`config.mk`:
```
export PLATFORM = sky130hd
export DESIGN_NAME = slot_dma_regs_flat
export DESIGN_NICKNAME = d
export VERILOG_FILES = /design/src/rtl/slot_dma_pkg.sv /design/src/rtl/slot_dma_regs_if.sv /design/src/rtl/slot_phase_tracker.sv /design/src/rtl/slot_dma_regs.sv /design/src/flat_wrapper.sv
export SDC_FILE = /design/constraint.sdc
export NUM_CORES = 1
export LEC_CHECK = 0
export ABC_AREA = 1
export CORE_MARGIN = 2
export CORE_UTILIZATION = 30
export CTS_BUF_LIST = sky130_fd_sc_hd__clkbuf_4
export DETAILED_ROUTE_END_ITERATION = 8
export GPL_ROUTABILITY_DRIVEN = 0
export GPL_TIMING_DRIVEN = 0
export PLACE_DENSITY = 0.5
export SLEW_MARGIN = 10
export SYNTH_ARGS = -nofsm -noshare
export SYNTH_HDL_FRONTEND = slang
export SYNTH_HIERARCHICAL = 1
export SYNTH_SLANG_ARGS = --single-unit
export TNS_END_PERCENT = 10
```
`constraint.sdc`:
```
create_clock -name C7M -period 3.2 [get_ports C7M]
set_input_delay 0.64 -clock C7M [delete_from_list [all_inputs] [get_ports C7M]]
set_output_delay 0.64 -clock C7M [all_outputs]
set_load 0.005 [all_outputs]
```
`src/rtl/slot_dma_pkg.sv`:
```
// Shared constants for the slot-card DMA register core: register offsets,
// control-register bit positions and the bus-phase encoding.
package slot_dma_pkg;

    localparam logic [3:0] OFF_ADDR0 = 4'h0;
    localparam logic [3:0] OFF_ADDR1 = 4'h1;
    localparam logic [3:0] OFF_ADDR2 = 4'h2;
    localparam logic [3:0] OFF_ADDR3 = 4'h3;
    localparam logic [3:0] OFF_DATA  = 4'h4;
    localparam logic [3:0] OFF_CTRL  = 4'h5;
    localparam logic [3:0] OFF_CNTL  = 4'h6;
    localparam logic [3:0] OFF_CNTH  = 4'h7;
    localparam logic [3:0] OFF_BANK  = 4'hF;

    localparam int CTRL_INC       = 0;
    localparam int CTRL_DEC       = 1;
    localparam int CTRL_STRIDE_LO = 2;
    localparam int CTRL_STOP      = 4;
    localparam int CTRL_W         = 5;

    typedef enum logic [2:0] {
        S_IDLE = 3'd0,
        S_PH1  = 3'd1,
        S_PH2  = 3'd2,
        S_PH3  = 3'd3,
        S_PH4  = 3'd4,
        S_PH5  = 3'd5,
        S_PH6  = 3'd6,
        S_HOLD = 3'd7
    } phase_t;

    function automatic logic in_bus_window(input phase_t s);
        return (s >= S_PH4);
    endfunction

endpackage

```
`src/rtl/slot_dma_regs_if.sv`:
```
// Apple II slot bus as seen by the card: strobes, address, data in and the
// card's read-data return path.
interface slot_dma_regs_if;
    logic        PHI1;
    logic        nDEVSEL;
    logic        nIOSEL;
    logic        nIOSTRB;
    logic [10:0] A;
    logic        nWE;
    logic [7:0]  Din;
    logic [7:0]  Dout;
    logic        DOE;

    modport master (
        output PHI1, nDEVSEL, nIOSEL, nIOSTRB, A, nWE, Din,
        input  Dout, DOE
    );

    modport slave (
        input  PHI1, nDEVSEL, nIOSEL, nIOSTRB, A, nWE, Din,
        output Dout, DOE
    );
endinterface

```
`src/rtl/slot_phase_tracker.sv`:
```
// Follows the 6502 bus cycle as a 0..7 phase count restarted on each PHI1
// rise, and derives the registered data-bus and chip-select windows.
module slot_phase_tracker
    import slot_dma_pkg::*;
(
    input  logic   clk,
    input  logic   rst,
    input  logic   phi1,
    input  logic   nwe,
    output phase_t s,
    output logic   dben,
    output logic   csen
);

    logic   phi1_r;
    logic   phi0seen_r;
    phase_t s_r;
    logic   dben_r;
    logic   csen_r;

    // Phase counter; a PHI1 rise only counts once a PHI0 half has been seen.
    always_ff @(posedge clk) begin
        if (rst) begin
            phi1_r     <= 1'b0;
            phi0seen_r <= 1'b0;
            s_r        <= S_IDLE;
            dben_r     <= 1'b0;
            csen_r     <= 1'b0;
        end else begin
            phi1_r <= phi1;
            if (!phi1) begin
                phi0seen_r <= 1'b1;
            end
            if (phi1 && !phi1_r && phi0seen_r) begin
                s_r <= S_PH1;
            end else if (s_r == S_IDLE || s_r == S_HOLD) begin
                s_r <= s_r;
            end else begin
                s_r <= phase_t'(s_r + 3'd1);
            end
            dben_r <= in_bus_window(s_r);
            csen_r <= ((s_r == S_PH4) && nwe) || (s_r >= S_PH5);
        end
    end

    assign s    = s_r;
    assign dben = dben_r;
    assign csen = csen_r;

endmodule

```
`src/rtl/slot_dma_regs.sv`:
```
// Slot-card register file and RAM pointer engine: host-visible address,
// count, control and bank registers with auto-stepping data-port accesses.
module slot_dma_regs
    import slot_dma_pkg::*;
#(
    parameter int ADDR_W = 24,
    parameter int CNT_W  = 16,
    parameter int BANK_W = 8
) (
    input  logic              C7M,
    input  logic              RES,
    slot_dma_regs_if.slave    bus,
    input  logic [7:0]        RDin,
    output logic [ADDR_W-1:0] RA,
    output logic              RAMCS,
    output logic              DBEN,
    output logic              CSEN,
    output logic              IOROMEN,
    output logic [BANK_W-1:0] Bank,
    output logic              TZ
);

    phase_t s_s;
    logic   dben_s;
    logic   csen_s;

    logic              regen_r;
    logic              ioromen_r;
    logic              pending_r;
    logic [ADDR_W-1:0] addr_r;
    logic [CNT_W-1:0]  cnt_r;
    logic [CTRL_W-1:0] ctrl_r;
    logic [BANK_W-1:0] bank_r;

    logic [3:0]        off_s;
    logic              sel_s;
    logic              ramsel_s;
    logic              wr_s;
    logic              tz_s;
    logic [ADDR_W-1:0] stride_s;
    logic [31:0]       addr_ext_s;
    logic [31:0]       addr_wr_s;
    logic [15:0]       cnt_ext_s;
    logic [15:0]       cnt_wr_s;
    logic [7:0]        rdata_s;

    slot_phase_tracker u_phase (
        .clk  (C7M),
        .rst  (RES),
        .phi1 (bus.PHI1),
        .nwe  (bus.nWE),
        .s    (s_s),
        .dben (dben_s),
        .csen (csen_s)
    );

    assign off_s    = bus.A[3:0];
    assign sel_s    = !bus.nDEVSEL && regen_r;
    assign ramsel_s = sel_s && (off_s == OFF_DATA);
    assign wr_s     = sel_s && !bus.nWE && (s_s == S_PH6);
    assign tz_s     = (cnt_r == '0);
    assign stride_s = ADDR_W'(1'b1) << ctrl_r[CTRL_STRIDE_LO +: 2];

    // Byte-merge views of the narrow registers; bytes beyond the register width fall away on truncation.
    always_comb begin
        addr_ext_s = 32'(addr_r);
        addr_wr_s  = addr_ext_s;
        addr_wr_s[{off_s[1:0], 3'b000} +: 8] = bus.Din;
        cnt_ext_s  = 16'(cnt_r);
        cnt_wr_s   = cnt_ext_s;
        if (off_s == OFF_CNTH) begin
            cnt_wr_s[15:8] = bus.Din;
        end else begin
            cnt_wr_s[7:0] = bus.Din;
        end
    end

    // Host read-data mux.
    always_comb begin
        rdata_s = 8'h00;
        case (off_s)
            OFF_ADDR0, OFF_ADDR1,
            OFF_ADDR2, OFF_ADDR3: rdata_s = addr_ext_s[{off_s[1:0], 3'b000} +: 8];
            OFF_DATA:             rdata_s = RDin;
            OFF_CTRL:             rdata_s = {tz_s, 2'b00, ctrl_r};
            OFF_CNTL:             rdata_s = cnt_ext_s[7:0];
            OFF_CNTH:             rdata_s = cnt_ext_s[15:8];
            OFF_BANK:             rdata_s = 8'(bank_r);
            default:              rdata_s = 8'h00;
        endcase
    end

    // Register file, slot enables and pointer engine. Pointer steps at S1 and host writes at S6 never coincide.
    always_ff @(posedge C7M) begin
        if (RES) begin
            regen_r   <= 1'b0;
            ioromen_r <= 1'b0;
            pending_r <= 1'b0;
            addr_r    <= '0;
            cnt_r     <= '0;
            ctrl_r    <= '0;
            bank_r    <= '0;
        end else begin
            if (s_s == S_PH4 && !bus.nIOSEL) begin
                regen_r <= 1'b1;
            end
            if (s_s == S_PH4 && !bus.nIOSTRB && bus.A == 11'h7FF) begin
                ioromen_r <= 1'b0;
            end else if (s_s == S_PH4 && !bus.nIOSEL) begin
                ioromen_r <= 1'b1;
            end

            if (s_s == S_PH1 && pending_r) begin
                pending_r <= 1'b0;
                if (!(ctrl_r[CTRL_STOP] && tz_s)) begin
                    if (ctrl_r[CTRL_INC]) begin
                        addr_r <= addr_r + stride_s;
                    end else if (ctrl_r[CTRL_DEC]) begin
                        addr_r <= addr_r - stride_s;
                    end
                    if (!tz_s) begin
                        cnt_r <= cnt_r - CNT_W'(1'b1);
                    end
                end
            end

            if (s_s == S_PH6 && ramsel_s) begin
                pending_r <= 1'b1;
            end

            if (wr_s) begin
                case (off_s)
                    OFF_ADDR0, OFF_ADDR1,
                    OFF_ADDR2, OFF_ADDR3: addr_r <= addr_wr_s[ADDR_W-1:0];
                    OFF_CTRL:             ctrl_r <= bus.Din[CTRL_W-1:0];
                    OFF_CNTL, OFF_CNTH:   cnt_r  <= cnt_wr_s[CNT_W-1:0];
                    OFF_BANK:             bank_r <= bus.Din[BANK_W-1:0];
                    default:              ;
                endcase
            end
        end
    end

    assign bus.Dout = rdata_s;
    assign bus.DOE  = dben_s && bus.nWE && !bus.nDEVSEL && regen_r;
    assign RA       = addr_r;
    assign RAMCS    = ramsel_s && csen_s;
    assign DBEN     = dben_s;
    assign CSEN     = csen_s;
    assign IOROMEN  = ioromen_r;
    assign Bank     = bank_r;
    assign TZ       = tz_s;

endmodule
```
`src/flat_wrapper.sv`:
```
// flat-port wrapper written by rule: the top's interface ports become plain ports
module slot_dma_regs_flat import slot_dma_pkg::*;
#(
    parameter int ADDR_W = 24,
    parameter int CNT_W  = 16,
    parameter int BANK_W = 8
)
  (C7M, RES, RDin, RA, RAMCS, DBEN, CSEN, IOROMEN, Bank, TZ, bus_PHI1, bus_nDEVSEL, bus_nIOSEL, bus_nIOSTRB, bus_A, bus_nWE, bus_Din, bus_Dout, bus_DOE);
  slot_dma_regs_if bus_i ();
  input  logic C7M;
  input  logic RES;
  input  logic [7:0] RDin;
  output logic [ADDR_W-1:0] RA;
  output logic RAMCS;
  output logic DBEN;
  output logic CSEN;
  output logic IOROMEN;
  output logic [BANK_W-1:0] Bank;
  output logic TZ;
  input wire logic [$bits(bus_i.PHI1)-1:0] bus_PHI1;
  input wire logic [$bits(bus_i.nDEVSEL)-1:0] bus_nDEVSEL;
  input wire logic [$bits(bus_i.nIOSEL)-1:0] bus_nIOSEL;
  input wire logic [$bits(bus_i.nIOSTRB)-1:0] bus_nIOSTRB;
  input wire logic [$bits(bus_i.A)-1:0] bus_A;
  input wire logic [$bits(bus_i.nWE)-1:0] bus_nWE;
  input wire logic [$bits(bus_i.Din)-1:0] bus_Din;
  output wire logic [$bits(bus_i.Dout)-1:0] bus_Dout;
  output wire logic [$bits(bus_i.DOE)-1:0] bus_DOE;
  assign bus_i.PHI1 = bus_PHI1;
  assign bus_i.nDEVSEL = bus_nDEVSEL;
  assign bus_i.nIOSEL = bus_nIOSEL;
  assign bus_i.nIOSTRB = bus_nIOSTRB;
  assign bus_i.A = bus_A;
  assign bus_i.nWE = bus_nWE;
  assign bus_i.Din = bus_Din;
  assign bus_Dout = bus_i.Dout;
  assign bus_DOE = bus_i.DOE;
  slot_dma_regs #(.ADDR_W(ADDR_W), .CNT_W(CNT_W), .BANK_W(BANK_W)) u_core (.C7M(C7M), .RES(RES), .bus(bus_i), .RDin(RDin), .RA(RA), .RAMCS(RAMCS), .DBEN(DBEN), .CSEN(CSEN), .IOROMEN(IOROMEN), .Bank(Bank), .TZ(TZ));
endmodule
```
==> summary.txt <==
Outcome
  • Status: finished with violations
  • Failing checks: setup timing

Clock network
  • Worst-Skew Late Latency: 0.45 ns
  • TritonCTS clock tree: built
  • CTS Hold Bufs: 0
  • CTS root buffer: clkbuf_4
  • Clock tree buffer depth: 2
  • Clk sinks: 63
  • CTS H-tree lvls: 3
  • Num CTS Buffers: 9
  • Worst-path clk slew: 0.12 ns

Logic synthesis
  • Synthesized Nets: ~970
  • Mapped Cells: 912
  • Cell Area, Synth: 0.005435 sq mm
  • Post-Syn Area per Cell: 5.960 sq um
  • Count of cell types in the netlist: 49
  • Synth Warn #: 6
  • Flops & latches, synth: 63
  • Synth top area cells: dfxtp_1 (23%), nand2_1 (17%), nand3_1 (8.5%)
  • Commonest register cell after synthesis: dfxtp_1
  • Post-synth EDFFs: 0
  • Seq/Total Area, Yosys: 23.20%
  • Async set-reset flop share out of synthesis: 0%
  • Post-synth top area share: 23.20%
  • Dominant cell type by area after synthesis: dfxtp_1

Pwr
  • Max IR drop VDD: 0.2019 mV
  • Pint: 1149 uW
  • Clk pwr share: 35.0%
  • Register share of total power: between 40% and 50%
  • Pwr/cell area: 251.9 mW/mm^2
  • Switch Pwr: 550.3 uW
  • Leakage power: 0.002914 uW
  • Total power: 1699 uW
  • Switching Share: about a third
  • Comb power frac: between 15 and 20%

Hold path
  • Hold depth: 2
  • HP Class: reg2reg
  • Hold Startpoint: u_core/pending_r
  • Hold Path Sink: u_core/pending_r

Timing
  • Setup ws final: -0.01975 ns
  • Endpoints failing hold: 0
  • Final Skew: between 0.02 and 0.03 ns
  • RSZ-0062 raised after global routing: true
  • Setup TNS: -0.02473 ns
  • Final Critical Period: 3.220 ns
  • Final Slew Violations: 0
  • Share of the clock period used by the worst path: 100.6%
  • Max Clk Rate: 0.3106 GHz
  • Worst-margin pin slew: 0.7422 ns
  • Final setup fails: 2
  • Slew HR: 50.14%

Drt
  • Final WL: 21.91 mm
  • Initial DRC Count: roughly 550
  • DR WL/cell: 17.67 microns
  • DR DRC count: 0
  • DR vias/cell: 5.230
  • DRT antenna net count: 0
  • DR pass1 iterations: 5
  • DR vias: 6485

Place
  • Pre-CTS WS: -1.307 ns
  • Area of placed instances: ~0.0065 sq mm
  • Post-DP HPWL: 17.20 mm
  • # port buffers: just under 80

Die
  • Die area: 0.01921 sq mm
  • Die width: 138.6 microns
  • IO Pins: 80
  • Rows: 49
  • Initial Utilization: 30.46%
  • Core area: 0.01784 sq mm
  • Die Y: approximately 140 microns

Finish
  • Area grow syn2layout: 24.15%
  • Highest-count cells in the layout ignoring fill and taps: nand2_1 (240), inv_1 (102), nor2_1 (92), nand3_1 (92), clkdlybuf4s50_1 (72)
  • Fillers: 2021
  • Reg area: 0.001261 sq mm
  • Fin util: 37.82%
  • Layout cell share with drive strength beyond 1: 8.614%
  • Post-route cell area: 0.006748 sq mm
  • Commonest non-fill, non-tap cell in the layout: nand2_1
  • Multi-input logic area: 0.003635 sq mm
  • Nets: 1059

Setup path
  • Arr. time, crit path: 2.58 ns
  • Critical path startpoint category: input pin
  • Crit path capture type: primary output
  • Crit path kind: in2out
  • Worst r2r path cells: 15
  • Worst EP required: around 2.6 ns
  • Worst R2R End: u_core/RA[16]
  • CP max FO: 10
  • R2R Path Start: u_core/ctrl_r[2]
  • Reg2Reg Setup Slack: 0.26 ns

GRT
  • First-pass GRT wire length: about 34 mm
  • Vias in the first global route: about 6000
  • Largest net degree at the start of global routing: 13
  • Initial antenna violation count: 1
  • Remaining Overflow, GRT: 0
  • GRT Util Overall: 22.24%

Job
  • Max-cap check violation count: 0
-- cell type report --
type | count | area share (%)
clock buffers | 9 | 1.001
plain buffers | 31 | 2.466
flip-flops and latches | 63 | 18.69
clock inverters | 7 | 1.094
multi-input cells | 702 | 53.87
diodes | 1 | 0.03709
well taps | 229 | 4.246
repair buffers | 82 | 12.00
inverters | 116 | 6.601
-- state kept, by name (all words and copies together), names as in the netlist --
name,count
u_core/u_phase/dben,1
u_core/u_phase/s,3
u_core/u_phase/phi0seen_r,1
u_core/cnt_ext_s,16
u_core/IOROMEN,1
u_core/ctrl_r,5
u_core/u_phase/phi1_r,1
u_core/regen_r,1
u_core/RA,24
u_core/Bank,8
u_core/u_phase/csen,1
u_core/pending_r,1
-- cells in the mapped netlist, types with 2 or more instances --
cell type and number:
nand2_1 241, inv_1 107, nor2_1 95, nand3_1 92, a21oi_1 63, dfxtp_1 63
o21ai_0 57, nand4_1 21, ha_1 18, clkbuf_1 16, a22oi_1 12, xor2_1 12
buf_2 11, nor3_1 10, o211ai_1 10, a31oi_1 7, nor2_2 7, nor2_4 7
o22ai_1 7, inv_2 5, nand2_2 5, o2111ai_1 5, clkinv_1 4, a221oi_1 3
nand3b_1 3, o21a_1 3, buf_6 2, fa_1 2, nand3_2 2, nor3_2 2
nor4_1 2
-- per-stage QoR --
stage	hold slack, ns	std cells
2_1_floorplan	0.4408	912
3_3_place_gp	0.4609	1220
3_5_place_dp	0.4539	1220
4_1_cts	0.4870	1236
5_1_grt	0.5238	1240
6_report	0.4834	1240
-- critical path, cell delays in order --
cell	delay, ns
clkdlybuf4s15_2	0.25
clkbuf_8	0.18
inv_1	0.13
ha_2	0.26
inv_4	0.07
nand4_1	0.10
nand2_2	0.08
inv_2	0.13
nand2_1	0.09
nand3_1	0.13
clkdlybuf4s50_1	0.51
-- worst max-delay path by stage --
| stage | startpoint | end | slack (ns) | depth (start not counted) |
|---|---|---|---|---|
| floorplan | bus_A[0] | bus_Dout[1] | 0.56 | 9 |
| global placement | bus_A[0] | bus_Dout[0] | -1.32 | 9 |
| detailed placement | bus_A[0] | bus_Dout[0] | -1.31 | 9 |
| CTS | bus_A[2] | bus_Dout[3] | -0.16 | 10 |
| global route | bus_A[1] | bus_Dout[5] | -0.10 | 11 |
| finish | bus_A[1] | bus_Dout[5] | -0.02 | 11 |
-- layer usage --
layer | global-route usage [%] | wire (microns) | vias to the layer above
met1 | 30.96 | 10230 | 2998
met4 | 6.498 | 386 | 0
met2 | 35.30 | 9884 | 248
li1 | - | - | 3217
met3 | 3.971 | 1409 | 22
met5 | 0 | 0 | -
-- power groups by stage --
| stage | Sequential (uW) | Combinational [uW] | Clock (uW) |
|---|---|---|---|
| floorplan | 839 | 158 | 0 |
| global placement | 846 | 267 | 0 |
| detailed placement | 846 | 269 | 0 |
| CTS | 828 | 274 | 621 |
| global route | 833 | 307 | 651 |
| finish | 828 | 277 | 595 |
-- cells by family after synthesis --
group                    count (synthesis)  synth area share [%]
AND/OR/NAND/NOR                        495                 40.70
flip-flops                              63                 23.20
XOR/XNOR                                12                 1.934
AO/OA/AOI/OAI                          175                 18.53
buffers and inverters                  147                 10.75
adder cells (fa/ha/maj)                 20                 4.880
-- timing repair --
| item | 4_1_cts | 5_1_grt |
|---|---|---|
| cloned | 0 | 0 |
| buffers inserted | 0 | 3 |
| pin swaps | 0 | 3 |
| endpoints found under the setup margin | 29 | 10 |
| gates resized for setup | 30 | 12 |
No activity file was read; power rests on OpenSTA's default activity.
